## src/rtl/uart_tx_word.sv

```systemverilog
// UART transmitter for the 16-bit word link: sends one word as two 11-bit frames
// (start, byte number, 8 data bits LSB first, stop), low byte first.
module uart_tx_word #(
  parameter int CLKS_PER_BIT = 521,
  parameter int GAP_BITS     = 1
) (
  input  logic        clk,
  input  logic        rst,
  input  logic        send,
  input  logic [15:0] word,
  output logic        tx,
  output logic        busy,
  output logic        done,
  output logic [2:0]  state
);

  typedef enum logic [2:0] {
    IDLE     = 3'd0,
    START    = 3'd1,
    BYTE_NUM = 3'd2,
    DATA     = 3'd3,
    STOP     = 3'd4,
    GAP      = 3'd5,
    COMPLETE = 3'd6
  } state_t;

  localparam logic [15:0] LAST_CLK = 16'(CLKS_PER_BIT - 1);
  localparam logic [3:0]  LAST_GAP = 4'((GAP_BITS > 0) ? GAP_BITS - 1 : 0);

  state_t      state_reg, state_next;
  logic [15:0] shadow_reg, shadow_next;
  logic        byte_sel_reg, byte_sel_next;
  logic [2:0]  bit_idx_reg, bit_idx_next;
  logic [3:0]  gap_cnt_reg, gap_cnt_next;
  logic [15:0] clk_count_reg, clk_count_next;
  logic        tx_reg, tx_next;
  logic        busy_reg, busy_next;
  logic        done_reg, done_next;
  logic        bit_end;

  assign bit_end = (clk_count_reg == LAST_CLK);

  always_ff @(posedge clk or posedge rst) begin
    if (rst) begin
      state_reg     <= IDLE;
      shadow_reg    <= '0;
      byte_sel_reg  <= 1'b0;
      bit_idx_reg   <= '0;
      gap_cnt_reg   <= '0;
      clk_count_reg <= '0;
      tx_reg        <= 1'b1;
      busy_reg      <= 1'b0;
      done_reg      <= 1'b0;
    end else begin
      state_reg     <= state_next;
      shadow_reg    <= shadow_next;
      byte_sel_reg  <= byte_sel_next;
      bit_idx_reg   <= bit_idx_next;
      gap_cnt_reg   <= gap_cnt_next;
      clk_count_reg <= clk_count_next;
      tx_reg        <= tx_next;
      busy_reg      <= busy_next;
      done_reg      <= done_next;
    end
  end

  always_comb begin
    state_next     = state_reg;
    shadow_next    = shadow_reg;
    byte_sel_next  = byte_sel_reg;
    bit_idx_next   = bit_idx_reg;
    gap_cnt_next   = gap_cnt_reg;
    clk_count_next = clk_count_reg + 16'd1;

    case (state_reg)
      IDLE: begin
        clk_count_next = '0;
        if (send) begin
          shadow_next   = word;
          byte_sel_next = 1'b0;
          bit_idx_next  = '0;
          gap_cnt_next  = '0;
          state_next    = START;
        end
      end
      START: begin
        if (bit_end) begin
          clk_count_next = '0;
          state_next     = BYTE_NUM;
        end
      end
      BYTE_NUM: begin
        if (bit_end) begin
          clk_count_next = '0;
          bit_idx_next   = '0;
          state_next     = DATA;
        end
      end
      DATA: begin
        if (bit_end) begin
          clk_count_next = '0;
          if (bit_idx_reg == 3'd7) begin
            state_next = STOP;
          end else begin
            bit_idx_next = bit_idx_reg + 3'd1;
          end
        end
      end
      STOP: begin
        if (bit_end) begin
          clk_count_next = '0;
          if (!byte_sel_reg) begin
            byte_sel_next = 1'b1;
            bit_idx_next  = '0;
            state_next    = (GAP_BITS > 0) ? GAP : START;
          end else begin
            state_next = COMPLETE;
          end
        end
      end
      GAP: begin
        // gap length counted in whole bit times on its own counter
        if (bit_end) begin
          clk_count_next = '0;
          if (gap_cnt_reg == LAST_GAP) begin
            gap_cnt_next = '0;
            state_next   = START;
          end else begin
            gap_cnt_next = gap_cnt_reg + 4'd1;
          end
        end
      end
      COMPLETE: begin
        clk_count_next = '0;
        state_next     = IDLE;
      end
      default: begin
        clk_count_next = '0;
        state_next     = IDLE;
      end
    endcase

    // Outputs are registered from the next state so each bit appears on the
    // edge that enters its state.
    case (state_next)
      START:    tx_next = 1'b0;
      BYTE_NUM: tx_next = byte_sel_next;
      DATA:     tx_next = shadow_next[{byte_sel_next, bit_idx_next}];
      default:  tx_next = 1'b1;
    endcase
    busy_next = (state_next != IDLE);
    done_next = (state_next == COMPLETE);
  end

  assign tx    = tx_reg;
  assign busy  = busy_reg;
  assign done  = done_reg;
  assign state = state_reg;

endmodule

```

## config.mk

```make
export PLATFORM = sky130hd
export DESIGN_NAME = uart_tx_word
export DESIGN_NICKNAME = d
export VERILOG_FILES = /design/src/rtl/uart_tx_word.sv
export SDC_FILE = /design/constraint.sdc
export NUM_CORES = 1
export LEC_CHECK = 0
export CORE_MARGIN = 5
export CORE_UTILIZATION = 38
export DETAILED_ROUTE_END_ITERATION = 16
export PLACE_DENSITY = 0.58
export SLEW_MARGIN = 0
export SYNTH_ARGS = -nofsm -noshare
export SYNTH_HDL_FRONTEND = slang
export SYNTH_SLANG_ARGS = --single-unit
```

## constraint.sdc

```tcl
create_clock -name clk -period 2.3 [get_ports clk]
set_input_delay 0.345 -clock clk [delete_from_list [all_inputs] [get_ports clk]]
set_output_delay 0.345 -clock clk [all_outputs]
set_load 0.05 [all_outputs]
```

==> results_dict.tcl, run 1 <==
set metrics [dict create \
    synth_ff_type "dfrtp_1" \
    top_layer_used "met4" \
    grt_max_degree 34 \
    clkTransAtPathRegs_ns 0.09 \
    drive_gt1_share_pct 32.46 \
    finalWorstSetupSlack_ns -0.1136 \
    antenna_left 0 \
    boundaryPins 25 \
    port_buffers 24 \
    power-per-cell-area_mw_per_mm2 386.2 \
    hold_violations 0 \
    htreeDepth 2 \
    syn-cell-area_mm2 0.002658 \
    core.rowCount 30 \
    setup_violations 1 \
    cp.required_ns 2.52 \
    cts_sinks 46 \
    r2r_cells 11 \
    p_leak_nw 1.557 \
    die_w_um 93.63 \
    critPathArrivalTime_ns 2.64 \
    hp-class "input pin to async pin" \
    dr.pass1.iters 5 \
    ctsLongestPathBuffers 2 \
    endpoint_kind "register" \
    critPathMaxFanout 3 \
    synth_edf_count 0 \
    vias 2231 \
    cp-start-kind "register" \
    fmax_mhz 414.3 \
    finalSetupTns_ns -0.1136 \
    ir_worst_vdd_v 0.0002167 \
    antenna_found_initial 0 \
    dr_wl_met3_um 243 \
    viasPerCell 5.094 \
    maxCapViolations 0 \
    cts_buffers 5 \
    routed-wl-met2_mm 2.824 \
    slew_violations 0 \
    final_area_mm2 0.003568 \
    final_cell_mix "buf_4, dfrtp_1, nor2_1" \
    grt_pass1_wl_mm 10.64 \
    finalPower_mw 1.378 \
    chipHeight_um 93.63 \
    outcome "complete, but fails checks" \
    cts_tree "yes" \
    routabilityCongestion 0.8062 \
    track_usage_pct 14.91 \
    syn_inst 264 \
    hold_ws_ns 0.4635 \
    tightest_slew_ns 0.6821 \
    relSlewSlack_pct 54.46 \
    wl_mm 6.119 \
    drc 0 \
    instances_no_fill 438 \
    wl_met1_mm 2.969 \
    yosysSeqAreaShare_pct 43.36 \
    violations "setup timing" \
    drtIter0Drc 113 \
    nets 365 \
    worstSetupPathType "register to register" \
    cts_hold_buf 0 \
    antenna_cells 0 \
    grt_overflow 0 \
    clkLatencyLatePin_ns 0.30 \
    synth_nets 288 \
    skew_ns 0.006452 \
    post_drt_wl_per_cell_um 13.97 \
    die_area_mm2 0.008766 \
    coreArea_mm2 0.006794 \
    synth_cell_types 57 \
    period_share_pct 104.9 \
    yosysWarnings 0 \
    layout_commonest_cell "buf_4" \
    min_period_ns 2.414 \
    dp_cells 422 \
    cts-root-buf "clkbuf_8" \
    syn_area_per_cell_um2 10.07 \
    ys_async_sr_fraction_pct 100.0 \
    dp_hpwl_mm 4.449 \
    grt_setup_unrepaired "true" \
    placed_cell_area_mm2 0.003312 \
    grt_pass1_vias 2278 \
    area_delta_synth_final_pct 34.27 \
    dp_slack_ns -0.1772 \
    final_util_pct 52.52 \
    start_util_pct 39.12 \
    ys_ff_latch 46 \
]
report_power, final:
group / leakage (nW) / internal, mW / switching [mW]
Sequential: 0.591 / 0.808 / 0
Clock: 0.0472 / 0.242 / 0.278
Combinational: 0.918 / 0.0292 / 0.0215
routing by layer:
metal	up-vias	global-route usage, %
li1	1092	-
met1	1068	20.39
met2	62	24.18
met3	9	2.655
met4	0	4.212
met5	-	0
logic make-up (layout without fill, tap and decap cells):
| group | count (synthesis) | count (layout) | synth area share [%] |
|---|---|---|---|
| xor gates and xnor gates | 12 | 12 | 3.955 |
| and+or+nand+nor | 99 | 99 | 20.15 |
| buffers and inverters | 25 | 103 | 6.073 |
| muxes | 19 | 19 | 7.957 |
| DFF | 46 | 46 | 43.36 |
| AOI/OAI and AO/OA | 58 | 58 | 16.15 |
| adders and majority gates | 5 | 5 | 2.354 |
cell usage after synthesis (all sizes together) (2+ instances only):
master   n  area, um2
a211o    2      18.77
a211oi   3      35.03
a21oi   15      78.83
a31oi    8      80.08
and3     6      43.79
buf      5      56.30
clkbuf   6      52.55
dfrtp   45       1126
ha       5      62.56
inv     14      52.55
mux2    17      191.4
mux2i    2      20.02
nand2   16      60.06
nand3   14      70.07
nand4    4      25.02
nor2    33      131.4
nor3    11      60.06
nor4     2      18.77
o211a    2      27.53
o21a     4      30.03
o21ai   16      83.83
or3      3      18.77
xnor2    3      26.28
xor2     9      78.83
path summary, 6_finish.rpt:
path | startpoint | to | slack [ns]
max in group asynchronous | rst | clk_count_reg[9] | 1.25
max | clk_count_reg[0] | tx | -0.11
min in group clk | shadow_reg[0] | shadow_reg[0] | 0.50
min reg2reg | shadow_reg[0] | shadow_reg[0] | 0.50
min | rst | shadow_reg[0] | 0.46
max reg2reg | clk_count_reg[0] | tx | -0.11
critical path, stage by stage, from the launching register on:
cell,delay (ns)
dfrtp_1,0.39
inv_1,0.06
ha_1,0.14
nor4bb_4,0.21
buf_4,0.16
nand4_1,0.16
o21a_2,0.30
a211oi_4,0.31
nor3_2,0.08
or4_1,0.40
nand3_1,0.08
a32oi_1,0.05
area by class of cell:
class,instances,area (um2)
Inverter,14,52.55
Tap cell,96,120.1
Clock inverter,2,12.51
Timing Repair Buffer,81,718.2
Clock buffer,6,82.58
Multi-Input combinational cell,193,1428
Fill cell,638,3226
Sequential cell,46,1155
timing repair:
| item | 4_1_cts | 5_1_grt |
|---|---|---|
| cloned | 1 | 0 |
| buffers inserted | 3 | 4 |
| resized for setup | 9 | 13 |
| pin swaps | 7 | 7 |
| endpoints found under the setup margin | 2 | 5 |
No activity file was read; power rests on OpenSTA's default activity.
==> run 2, diff against run 1 <==
- CTS_CLUSTER_DIAMETER: not set -> 30
==> results of run 2 <==
No change in the layout: final DEF, timing and power equal those of run 1.
==> run 3, diff against run 2 <==
- CORE_UTILIZATION: 38 -> 50
- PLACE_DENSITY: 0.58 -> 0.73
==> run 3 against run 2 <==
Effect of this change: the flow still finishes with violations (setup timing); non-clock buffer count fell by 7; via count down 1.5%; maximum frequency about the same; clock power is 9.8% higher; core utilization grew 14 points; critical path type unchanged; critical endpoint unchanged.
==> results_dict.tcl, run 3 (same netlist as run 1, synthesis figures left out) <==
set metrics [dict create \
    ir_worst_vdd_v 0.0004809 \
    hold_ws_ns 0.4978 \
    grt_pass1_wl_mm 10.57 \
    htreeDepth 2 \
    grt_setup_unrepaired "true" \
    cts_sinks 46 \
    maxCapViolations 0 \
    routabilityCongestion 0.8895 \
    power-per-cell-area_mw_per_mm2 415.3 \
    outcome "complete, but fails checks" \
    finalWorstSetupSlack_ns -0.1117 \
    critPathArrivalTime_ns 2.63 \
    p_leak_nw 1.505 \
    period_share_pct 104.9 \
    wl_mm 6.191 \
    cts_tree "yes" \
    ff_latch_area_mm2 0.001155 \
    hp-class "input pin to async pin" \
    antenna_cells 0 \
    r2r-start "clk_count_reg[0]" \
    finalPower_mw 1.429 \
    grt_max_degree 47 \
    port_buffers 24 \
    die_w_um 82.91 \
    combPwrFrac_pct 3.4 \
    post_drt_wl_per_cell_um 15.29 \
    tightest_slew_ns 0.5917 \
    drive_gt1_share_pct 30.15 \
    area_delta_synth_final_pct 29.43 \
    cts_hold_buf 0 \
    die_area_mm2 0.006873 \
    clkTransAtPathRegs_ns 0.08 \
    drc 0 \
    switchingPower_uw 289.0 \
    core.rowCount 26 \
    slew_violations 0 \
    cts_buffers 5 \
    swShare_pct 20.23 \
    endpoint_kind "register" \
    vias 2198 \
    track_usage_pct 18.64 \
    multi_input_area_mm2 0.001406 \
    dp_hpwl_mm 4.306 \
    rrSetupSlack_ns -0.11 \
    chipHeight_um 82.91 \
    antenna_left 0 \
    worstSetupPathType "register to register" \
    violations "setup timing" \
    final_cell_mix "buf_4, dfrtp_1, nor2_1" \
    nets 358 \
    coreArea_mm2 0.005140 \
    cts-root-buf "clkbuf_8" \
    cp.required_ns 2.52 \
    grt_overflow 0 \
    ctsLongestPathBuffers 2 \
    dr.pass1.iters 4 \
    clkLatencyLatePin_ns 0.30 \
    p_seq_share_pct 56.6 \
    nFillCells 431 \
    cp-start-kind "register" \
    timing.rr.end "tx" \
    power.clock.fraction_pct 40.0 \
    internal-power_mw 1.140 \
    antenna_found_initial 0 \
    r2r_cells 11 \
    relSlewSlack_pct 60.55 \
    boundaryPins 25 \
    drtIter0Drc 212 \
    setup_violations 1 \
    layout_commonest_cell "buf_4" \
    finalSetupTns_ns -0.1117 \
    cp-startpoint "clk_count_reg[0]" \
    fmax_mhz 414.6 \
    viasPerCell 5.427 \
    grt_pass1_vias 2209 \
    critPathMaxFanout 5 \
    skew_ns 0.006461 \
    min_period_ns 2.412 \
    start_util_pct 51.70 \
    hold_violations 0 \
]
[run 3: changes by cell type in the layout (fill, tap and decap cells not counted), moves of 2 or more]
cell      change
clkbuf_8      +2
buf_4         -5
o21ai_0       +4
o21ai_1       -4
[run 3: how the worst max path moves through the flow]
stage	end	slack (ns)	cells after the start
after floorplan	tx	-0.15	10
after global placement	tx	-0.10	8
after detailed placement	tx	-0.14	11
after CTS	tx	-0.03	11
after global routing	tx	-0.24	12
final	tx	-0.11	11
[run 3: power groups by stage]
| stage | combinational (mW) | clock, mW | sequential, mW |
|---|---|---|---|
| finish | 0.0493 | 0.571 | 0.808 |
| detailed placement | 0.0497 | 0 | 0.824 |
| floorplan | 0.0124 | 0 | 0.824 |
| global placement | 0.0497 | 0 | 0.824 |
| CTS | 0.0500 | 0.588 | 0.808 |
| global route | 0.0554 | 0.625 | 0.808 |
[run 3: area by class of cell]
cell class,count,area share (%)
flip-flops and latches,46,33.58
clock buffers,8,3.201
well taps,70,2.546
repair buffers,74,18.26
multi-input cells,193,40.89
inverters,14,1.528
[run 3: critical path: stages (launching register included)]
cell and delay, ns:
dfrtp_1 0.38, inv_1 0.06, ha_1 0.13, nor4bb_4 0.20, buf_4 0.15, and4_4 0.29
a31oi_4 0.14, a211oi_4 0.33, nor3_1 0.10, or4_1 0.40, nand3_1 0.09, a32oi_1 0.06
[run 3: layer usage]
metal	up-vias	share of wire [%]	global-route usage, %	wire (um)
met3	7	4.0	3.663	246
met5	-	0	0	0
met2	60	49	29.66	3025
met4	0	0.81	4.755	50
li1	1079	-	-	-
met1	1052	46	26.07	2868
[run 3: stage by stage]
stage	area [um2]	util [%]	cells	setup WS, ns
floorplan	2679	-	264	-0.1494
global placement	3234	62.93	390	-0.1006
detailed placement	3234	62.93	390	-0.1405
global route	3440	66.92	405	-0.2353
CTS	3395	66.04	402	-0.02548
finish	3440	66.92	405	-0.1117
[run 3: repair_timing]
item,in CTS,in global routing
buffers inserted,5,3
cloned,0,0
gates resized for setup,8,6
endpoints found under the setup margin,1,2
pin swaps,10,4
